File: config.mk
export PLATFORM = sky130hd
export DESIGN_NAME = psm_shift_ctrl
export DESIGN_NICKNAME = d
export VERILOG_FILES = /design/src/rtl/psm_pkg.sv /design/src/rtl/psm_valid_pipe.sv /design/src/rtl/psm_shift_ctrl.sv
export SDC_FILE = /design/constraint.sdc
export NUM_CORES = 1
export LEC_CHECK = 0
export ABC_AREA = 1
export ABC_CLOCK_PERIOD_IN_PS = 1700
export CAP_MARGIN = 40
export CORE_UTILIZATION = 50
export CTS_CLUSTER_DIAMETER = 80
export DETAILED_ROUTE_END_ITERATION = 16
export MAX_ROUTING_LAYER = met4
export PLACE_DENSITY = 0.75
export SLEW_MARGIN = 20
export SYNTH_ARGS = -nofsm -noshare
export SYNTH_HDL_FRONTEND = slang
export SYNTH_HIERARCHICAL = 1
export SYNTH_SLANG_ARGS = --single-unit
File: constraint.sdc
create_clock -name i_clk -period 1.7 [get_ports i_clk]
set_clock_uncertainty 0.05 [all_clocks]
set_input_delay 0.255 -clock i_clk [delete_from_list [all_inputs] [get_ports i_clk]]
set_output_delay 0.255 -clock i_clk [all_outputs]
set_load 0.03 [all_outputs]
File: src/rtl/psm_pkg.sv
// Shared types and defaults for the PSM shift-chain sequencer.
package psm_pkg;

  typedef enum logic [2:0] {
    ST_IDLE  = 3'd0,
    ST_FILL  = 3'd1,
    ST_DRAIN = 3'd2,
    ST_CLEAR = 3'd3,
    ST_DONE  = 3'd4
  } psm_ctrl_state_e;

  localparam int PSM_CNT_W = 16;

endpackage

File: src/rtl/psm_valid_pipe.sv
// Shadow valid bits for the PSM data chain; bit 0 is stage 1, bit X-1 the tail.
module psm_valid_pipe #(
  parameter int X = 3
) (
  input  logic         i_clk,
  input  logic         i_rst,
  input  logic         shift,
  input  logic         clear,
  input  logic         din,
  output logic [X-1:0] vbit,
  output logic         tail
);

  always_ff @(posedge i_clk) begin
    if (i_rst || clear) begin
      vbit <= '0;
    end else if (shift) begin
      vbit[0] <= din;
      for (int i = 1; i < X; i++) begin
        vbit[i] <= vbit[i-1];
      end
    end
  end

  assign tail = vbit[X-1];

endmodule

File: src/rtl/psm_shift_ctrl.sv
// Burst sequencer for a PSM partial-sum shift chain (fill, drain, clear, done).
// Defining PSM_SHIFT_ABORT_EN adds i_abort to cut a burst short.
//
// state | meaning
// IDLE  | waiting for i_start
// FILL  | accepting i_len words, shifting when the tail can advance
// DRAIN | pushing bubbles until every shadow valid bit is clear
// CLEAR | one-cycle synchronous clear to the chain
// DONE  | one-cycle completion pulse
module psm_shift_ctrl
  import psm_pkg::*;
#(
  parameter int X     = 3,
  parameter int CNT_W = PSM_CNT_W
) (
  input  logic             i_clk,
  input  logic             i_rst,
  input  logic             i_start,
  input  logic [CNT_W-1:0] i_len,
  input  logic             i_in_valid,
  output logic             o_in_ready,
  output logic             o_shift,
  output logic             o_clear,
  output logic             o_out_valid,
  input  logic             i_out_ready,
`ifdef PSM_SHIFT_ABORT_EN
  input  logic             i_abort,
`endif
  output logic             o_busy,
  output logic             o_done
);

  psm_ctrl_state_e  state_q, state_d;
  logic [CNT_W-1:0] len_q, in_cnt_q;
  logic [X-1:0]     vbit;
  logic             tail, can_advance, abort, last_word;
  logic             shift_w, vpipe_din;

`ifdef PSM_SHIFT_ABORT_EN
  assign abort = i_abort;
`else
  assign abort = 1'b0;
`endif

  assign can_advance = ~tail | i_out_ready;
  assign last_word   = (in_cnt_q == len_q - CNT_W'(1));
  assign o_out_valid = tail;
  assign o_busy      = (state_q != ST_IDLE);
  assign o_shift     = shift_w;

  always_comb begin
    state_d    = state_q;
    o_in_ready = 1'b0;
    shift_w    = 1'b0;
    o_clear    = 1'b0;
    o_done     = 1'b0;
    vpipe_din  = 1'b0;
    unique case (state_q)
      ST_IDLE: begin
        if (i_start) state_d = (i_len != '0) ? ST_FILL : ST_CLEAR;
      end
      ST_FILL: begin
        vpipe_din = 1'b1;
        if (abort) begin
          state_d = ST_CLEAR;
        end else begin
          o_in_ready = can_advance;
          shift_w    = i_in_valid & can_advance;
          if (shift_w && last_word) state_d = ST_DRAIN;
        end
      end
      ST_DRAIN: begin
        // Exit is judged on the registered bits, so the last bubble shift lands first.
        if (abort) begin
          state_d = ST_CLEAR;
        end else begin
          shift_w = (|vbit) & can_advance;
          if (vbit == '0) state_d = ST_CLEAR;
        end
      end
      ST_CLEAR: begin
        o_clear = 1'b1;
        state_d = ST_DONE;
      end
      ST_DONE: begin
        o_done  = 1'b1;
        state_d = ST_IDLE;
      end
      default: state_d = ST_IDLE;
    endcase
  end

  always_ff @(posedge i_clk) begin
    if (i_rst) begin
      state_q  <= ST_IDLE;
      len_q    <= '0;
      in_cnt_q <= '0;
    end else begin
      state_q <= state_d;
      if (state_q == ST_IDLE && i_start) begin
        len_q    <= i_len;
        in_cnt_q <= '0;
      end else if (state_q == ST_FILL && shift_w) begin
        in_cnt_q <= in_cnt_q + CNT_W'(1);
      end
    end
  end

  psm_valid_pipe #(.X(X)) u_valid_pipe (
    .i_clk (i_clk),
    .i_rst (i_rst),
    .shift (shift_w),
    .clear (o_clear),
    .din   (vpipe_din),
    .vbit  (vbit),
    .tail  (tail)
  );

endmodule

==> results.toml, run 1 <==
[outcome]
status = "finished with violations"
violations = "setup timing"

[floorplanning]
initial_core_util_pct = 52.7
fp.dieArea_um2 = 4900
ios = 27
die_y_um = 70.0
core_area_um2 = 4380
row_count = 24
die_x_um = 70.0

[cells_and_area]
n_antenna_cell = 0
seq_area_um2 = 772
multi_input_area_um2 = 1410
num-nets-final = 456
utilization_pct = 71.9
drive_gt1_share_pct = 23.7
nFillCells = 345
area_growth_pct = 36.5

[synthesis]
synth_most_common_cell = "nand2_1"
synth_edf_count = 0
synth_commonest_cells = "nand2_1 (84), inv_1 (54), nor2_1 (48)"
syn_inst = 360
synth_top_cell_by_area = "dfxtp_1"
synthArstFlopShare_pct = 0
syn-num-nets = 383
synth_seq_cells = 38
ys_types = 33
synth.area.top_cells = "dfxtp_1 (33%), nand2_1 (14%), inv_1 (8.8%)"
yosysSeqAreaShare_pct = 32.9
synth_top_area_share_pct = 32.9
synth_ff_type = "dfxtp_1"
yosys_warnings = 6
syn_area_um2 = 2310
syn_avg_cell_area_um2 = 6.42

[clock_network]
cts-htree-levels = 2
clock_latency_ns = 0.29
cts_max_path_buffers = 2
cts_root_buf = "clkbuf_8"
numCtsBuffers = 5
cts_tree = "built"
path_clk_slew_ns = 0.07
cts.sinks = 38
cts_hold_buf = 0

[timing]
maxSlewHeadroom_pct = 71.4
period_minus_slack_ns = 1.91
worst_slew_pin_slew_ns = 0.425
rsz0062_at_grt = "yes"
fmax_ghz = 0.524
finalSetupViolCount = 4
finalSetupTns_ns = -0.437
fin_ws_ns = -0.207
fin_crit_sh_pct = 112
whs_ns = 0.442
hold_viol_final = 0
slew_violations = 0

[setup_path]
start_kind = "register"
worstPathArrival_ns = 2.05
r2r_end = "state_q[1]"
worstPathRequired_ns = 1.84
crit_type = "reg -> reg"
endpoint_kind = "register"
timing.rr.start = "len_q[6]"
crit_end = "state_q[1]"
reg2reg_slack_ns = -0.21
worstSetupStartpoint = "len_q[6]"
worst-path-max-fanout = 4
r2r_cells = 12

[global_routing]
grt_pass1_vias = 2313
grt_overflow_total = 0
grt_antenna_before_repair = 0
grt_pass1_wl_um = 9920
gr-usage-all-layers_pct = 26.0
grt_max_degree = 18

[routing]
antenna_left = 0
wl_per_cell_um = 12.4
drc = 0
drtIter0Drc = 116
drt_pre_antenna_iters = 4
viasPerCell = 5.00
wirelength_um = 6010
vias = 2431

[place]
gp_congestion = 0.881
port_buffers = 26
dp.final_hpwl_um = 4560

[pwr]
powerDensity_nw_per_um2 = 1400
p_leak_nw = 1.43
power_frac_seq_pct = 27.9
worst_ir_drop_vdd_v = 0.00134
intPower_mw = 2.46
power_frac_comb_pct = 57.5
pwr-share-clk_pct = 14.7
p_switching_mw = 1.95
p_sw_share_pct = 44.3

[job]
cap_violations = 0

[min_path]
hold_class = "reg -> reg"
min_path_cells = 2
cell families after synthesis:
family,count (synthesis),share of synthesized area (%)
xor gates and xnor gates,14,5.31
and+or+nand+nor,183,36.6
adders and majority gates,2,1.08
buffers and inverters,61,10.1
AOI/OAI and AO/OA,62,14.0
DFF,38,32.9
power by group through the flow:
stage	combinational (mW)	sequential, mW	clock, mW
2_1_floorplan	1.44	1.22	0
3_3_place_gp	2.19	1.21	0
3_5_place_dp	2.25	1.22	0
4_1_cts	2.36	1.21	0.659
5_1_grt	2.79	1.25	0.692
6_report	2.54	1.23	0.647
state kept, by name, indices dropped and copies added, names as in the netlist:
| signal | count |
|---|---|
| in_cnt_q | 16 |
| len_q | 16 |
| state_q | 3 |
| u_valid_pipe/vbit | 3 |
critical path: stages (launching register included):
cell and delay (ns):
dfxtp_1 0.36, nor2_1 0.20, nand2_1 0.15, o21ai_1 0.20, nand2_1 0.08, nand2_1 0.07, nand2_1 0.05, nor2_1 0.11
nand3_1 0.10, o21ai_2 0.20, nand3_1 0.11, nand2_1 0.08, nor2_1 0.04
cell usage in the layout, fill, tap and decap left out, types with 3 or more instances in the layout:
master	instances
a21oi_1	28
buf_4	47
buf_6	3
clkbuf_8	6
clkdlybuf4s50_1	21
dfxtp_1	31
dfxtp_2	6
inv_1	50
inv_2	4
nand2_1	78
nand2_2	7
nand3_1	20
nand3b_1	4
nand4_1	4
nor2_1	37
nor2_2	10
nor2_4	6
nor4_1	5
o21ai_0	25
xnor2_1	5
xor2_1	9
metrics by stage:
step           setup WS [ns]  power, mW  instances  instance area, um^2
6_report              -0.207       4.42        486                 3150
5_1_grt               -0.245       4.74        486                 3150
4_1_cts               -0.232       4.22        480                 3040
3_5_place_dp          -0.321       3.47        471                 2900
3_3_place_gp          -0.272       3.41        471                 2900
2_1_floorplan        0.00528       2.66        360                 2320
worst min-delay path by stage:
stage                    startpoint                   end  slack [ns]
2_1_floorplan                 i_rst             len_q[15]        0.27
3_3_place_gp              len_q[15]             len_q[15]        0.42
3_5_place_dp               len_q[7]              len_q[7]        0.43
4_1_cts                    len_q[7]              len_q[7]        0.44
5_1_grt                    len_q[7]              len_q[7]        0.46
6_report       u_valid_pipe/vbit[1]  u_valid_pipe/vbit[1]        0.44
timing repair:
action	in CTS	in global routing
setup endpoints to repair	10	17
resized for setup	18	23
setup buffers	1	6
pin swaps	10	12
per-layer routing:
layer | vias to the layer above | wire (um) | track usage [%]
li1 | 1293 | - | -
met1 | 1080 | 2760 | 31.1
met2 | 48 | 2950 | 43.7
met3 | 10 | 188 | 4.47
met4 | 0 | 106 | 9.56
met5 | - | 0 | -
area by class of cell:
class,instances,share of cell area (%)
sequential,38,24.5
tap,52,2.06
multi-input combinational,261,44.7
clock buffer,7,2.74
timing repair buffer,72,19.2
clock inverter,1,0.159
inverter,55,6.63
(Power assumes the default switching activity.)
==> run 2, diff against run 1 <==
--- a/config.mk
+++ b/config.mk
@@ -6,13 +6,13 @@
 export NUM_CORES = 1
 export LEC_CHECK = 0
 export ABC_AREA = 1
-export ABC_CLOCK_PERIOD_IN_PS = 1700
+export ABC_CLOCK_PERIOD_IN_PS = 2390
 export CAP_MARGIN = 40
-export CORE_UTILIZATION = 50
+export CORE_UTILIZATION = 58
 export CTS_CLUSTER_DIAMETER = 80
 export DETAILED_ROUTE_END_ITERATION = 16
 export MAX_ROUTING_LAYER = met4
-export PLACE_DENSITY = 0.75
+export PLACE_DENSITY = 0.82
 export SLEW_MARGIN = 20
 export SYNTH_ARGS = -nofsm -noshare
 export SYNTH_HDL_FRONTEND = slang
==> constraint.sdc (replaced) <==
create_clock -name i_clk -period 2.39 [get_ports i_clk]
set_clock_uncertainty 0.05 [all_clocks]
set_input_delay 0.3585 -clock i_clk [delete_from_list [all_inputs] [get_ports i_clk]]
set_output_delay 0.3585 -clock i_clk [all_outputs]
set_load 0.03 [all_outputs]
==> run 2 against run 1 <==
  * The flow now finishes without violations
  * Hold slack worse by 0.0038 ns
  * Non-clock buffer count is 40 lower
  * Final cell count is 9.1% lower
  * Final area is 11% lower
  * First-iteration DRC count is 3.4% lower
  * Routed wire length is 17% lower
  * Utilization is 2.7 points higher
  * Power is 34% lower
  * Setup slack better by 0.43 ns
  * Combinational power is 46% lower
  * Highest routed layer unchanged
==> results.toml, run 2 (synthesized netlist as in run 1, its figures left out) <==
[outcome]
status = "completed"

[routing]
antenna_left = 0
drt_pre_antenna_iters = 4
drc = 0
wirelength_um = 5000
vias = 2243
drtIter0Drc = 112
viasPerCell = 5.07
wl_per_cell_um = 11.3

[clock_network]
clock_latency_ns = 0.30
cts-htree-levels = 2
numCtsBuffers = 5
cts_max_path_buffers = 2
cts_tree = "built"
cts.sinks = 38
cts_setup_buffers = 0
path_clk_slew_ns = 0.08
cts_root_buf = "clkbuf_8"

[setup_path]
crit_type = "reg -> out"
worstPathRequired_ns = 1.98
endpoint_kind = "output pin"
start_kind = "register"
worst-path-max-fanout = 5
worstPathArrival_ns = 1.76

[global_routing]
gr-usage-all-layers_pct = 28.3
grt_pass1_wl_um = 8960
grt_antenna_before_repair = 0
grt_pass1_vias = 2150
grt_max_degree = 19
grt_overflow_total = 0

[cells_and_area]
n_antenna_cell = 0
nFillCells = 324
layout_common_cells = "nand2_1 (84), inv_1 (54), nor2_1 (48)"
final_common_cell = "nand2_1"
area_growth_pct = 20.9
top_regs = "in_cnt_q: 16 flops, len_q: 16 flops"
final_area_um2 = 2790
num-nets-final = 416
instances_no_fill = 442
drive_gt1_share_pct = 7.36

[timing]
rsz0062_at_grt = "no"
slew_violations = 0
finalSetupTns_ns = 0
fmax_ghz = 0.462
hold_viol_final = 0
fin_crit_sh_pct = 90.6
finalSetupViolCount = 0
worst_slew_pin_slew_ns = 0.374
maxSlewHeadroom_pct = 74.8
period_minus_slack_ns = 2.17

[place]
port_buffers = 26
gp_congestion = 0.933
dp.final_hpwl_um = 3990
post_dp_cell_area_um2 = 2650
numPlacedInstances = 434

[pwr]
power_frac_comb_pct = 47.3
worst_ir_drop_vdd_v = 0.000803
p_sw_share_pct = 41.3
p_leak_nw = 1.25
power_frac_seq_pct = 29.7
intPower_mw = 1.71
pwr-share-clk_pct = 23.0
p_switching_mw = 1.21
powerDensity_nw_per_um2 = 1040

[floorplanning]
die_y_um = 65.1
die_x_um = 65.1
fp.dieArea_um2 = 4240
core_area_um2 = 3740
row_count = 22
ios = 27
initial_core_util_pct = 61.7

[min_path]
hold_class = "reg -> reg"

[job]
cap_violations = 0
[run 2: layout make-up]
class                      instances  area [um^2]  share of cell area, %
clock buffer                       6         82.6                   2.96
inverter                          55          206                   7.40
sequential                        38          761                   27.3
tap                               48         60.1                   2.15
timing repair buffer              32          305                   10.9
clock inverter                     2         60.1                   2.15
multi-input combinational        261         1320                   47.2
[run 2: worst max-delay path, cell delays in order (launching register included)]
cell and delay [ns]:
dfxtp_1 0.44, nor2_1 0.07, inv_1 0.12, nor2_1 0.09
inv_1 0.08, clkdlybuf4s50_1 0.66
[run 2: final timing paths]
path	startpoint	to	slack, ns	cells past startpoint
max reg2reg	len_q[0]	state_q[0]	0.31	13
max	state_q[2]	o_busy	0.22	5
min	len_q[1]	len_q[1]	0.44	2
min reg2reg	len_q[1]	len_q[1]	0.44	2
[run 2: stage by stage]
step | setup slack [ns] | hold WS [ns] | total power [mW] | util (%)
floorplan | 0.251 | 0.378 | 1.87 | -
global placement | 0.290 | 0.417 | 2.21 | 70.7
detailed placement | 0.296 | 0.427 | 2.25 | 70.7
CTS | 0.0469 | 0.439 | 2.92 | 74.5
global route | 0.0112 | 0.467 | 3.18 | 74.6
finish | 0.224 | 0.438 | 2.92 | 74.6
[run 2: power by group through the flow]
stage                     logic, mW  registers [mW]  clock network (mW)
after floorplan                1.01           0.868                   0
after global placement         1.33           0.875                   0
after detailed placement       1.37           0.878                   0
after CTS                      1.38           0.865               0.678
after global routing           1.59           0.885               0.709
final                          1.38           0.866               0.671
[run 2: layer usage]
layer	wire [um]	part of all wire, %	GRT usage (%)	vias to the layer above
met4	112	2.2	11.1	0
met1	2430	49	33.7	967
met5	0	0	-	-
met3	157	3.1	5.73	11
met2	2300	46	46.9	43
li1	-	-	-	1222
[run 2: repair_timing]
action                                  in CTS  in global routing
resized for setup                            0                  1
hold buffers                                 0                  0
endpoints found under the setup margin       0                  1
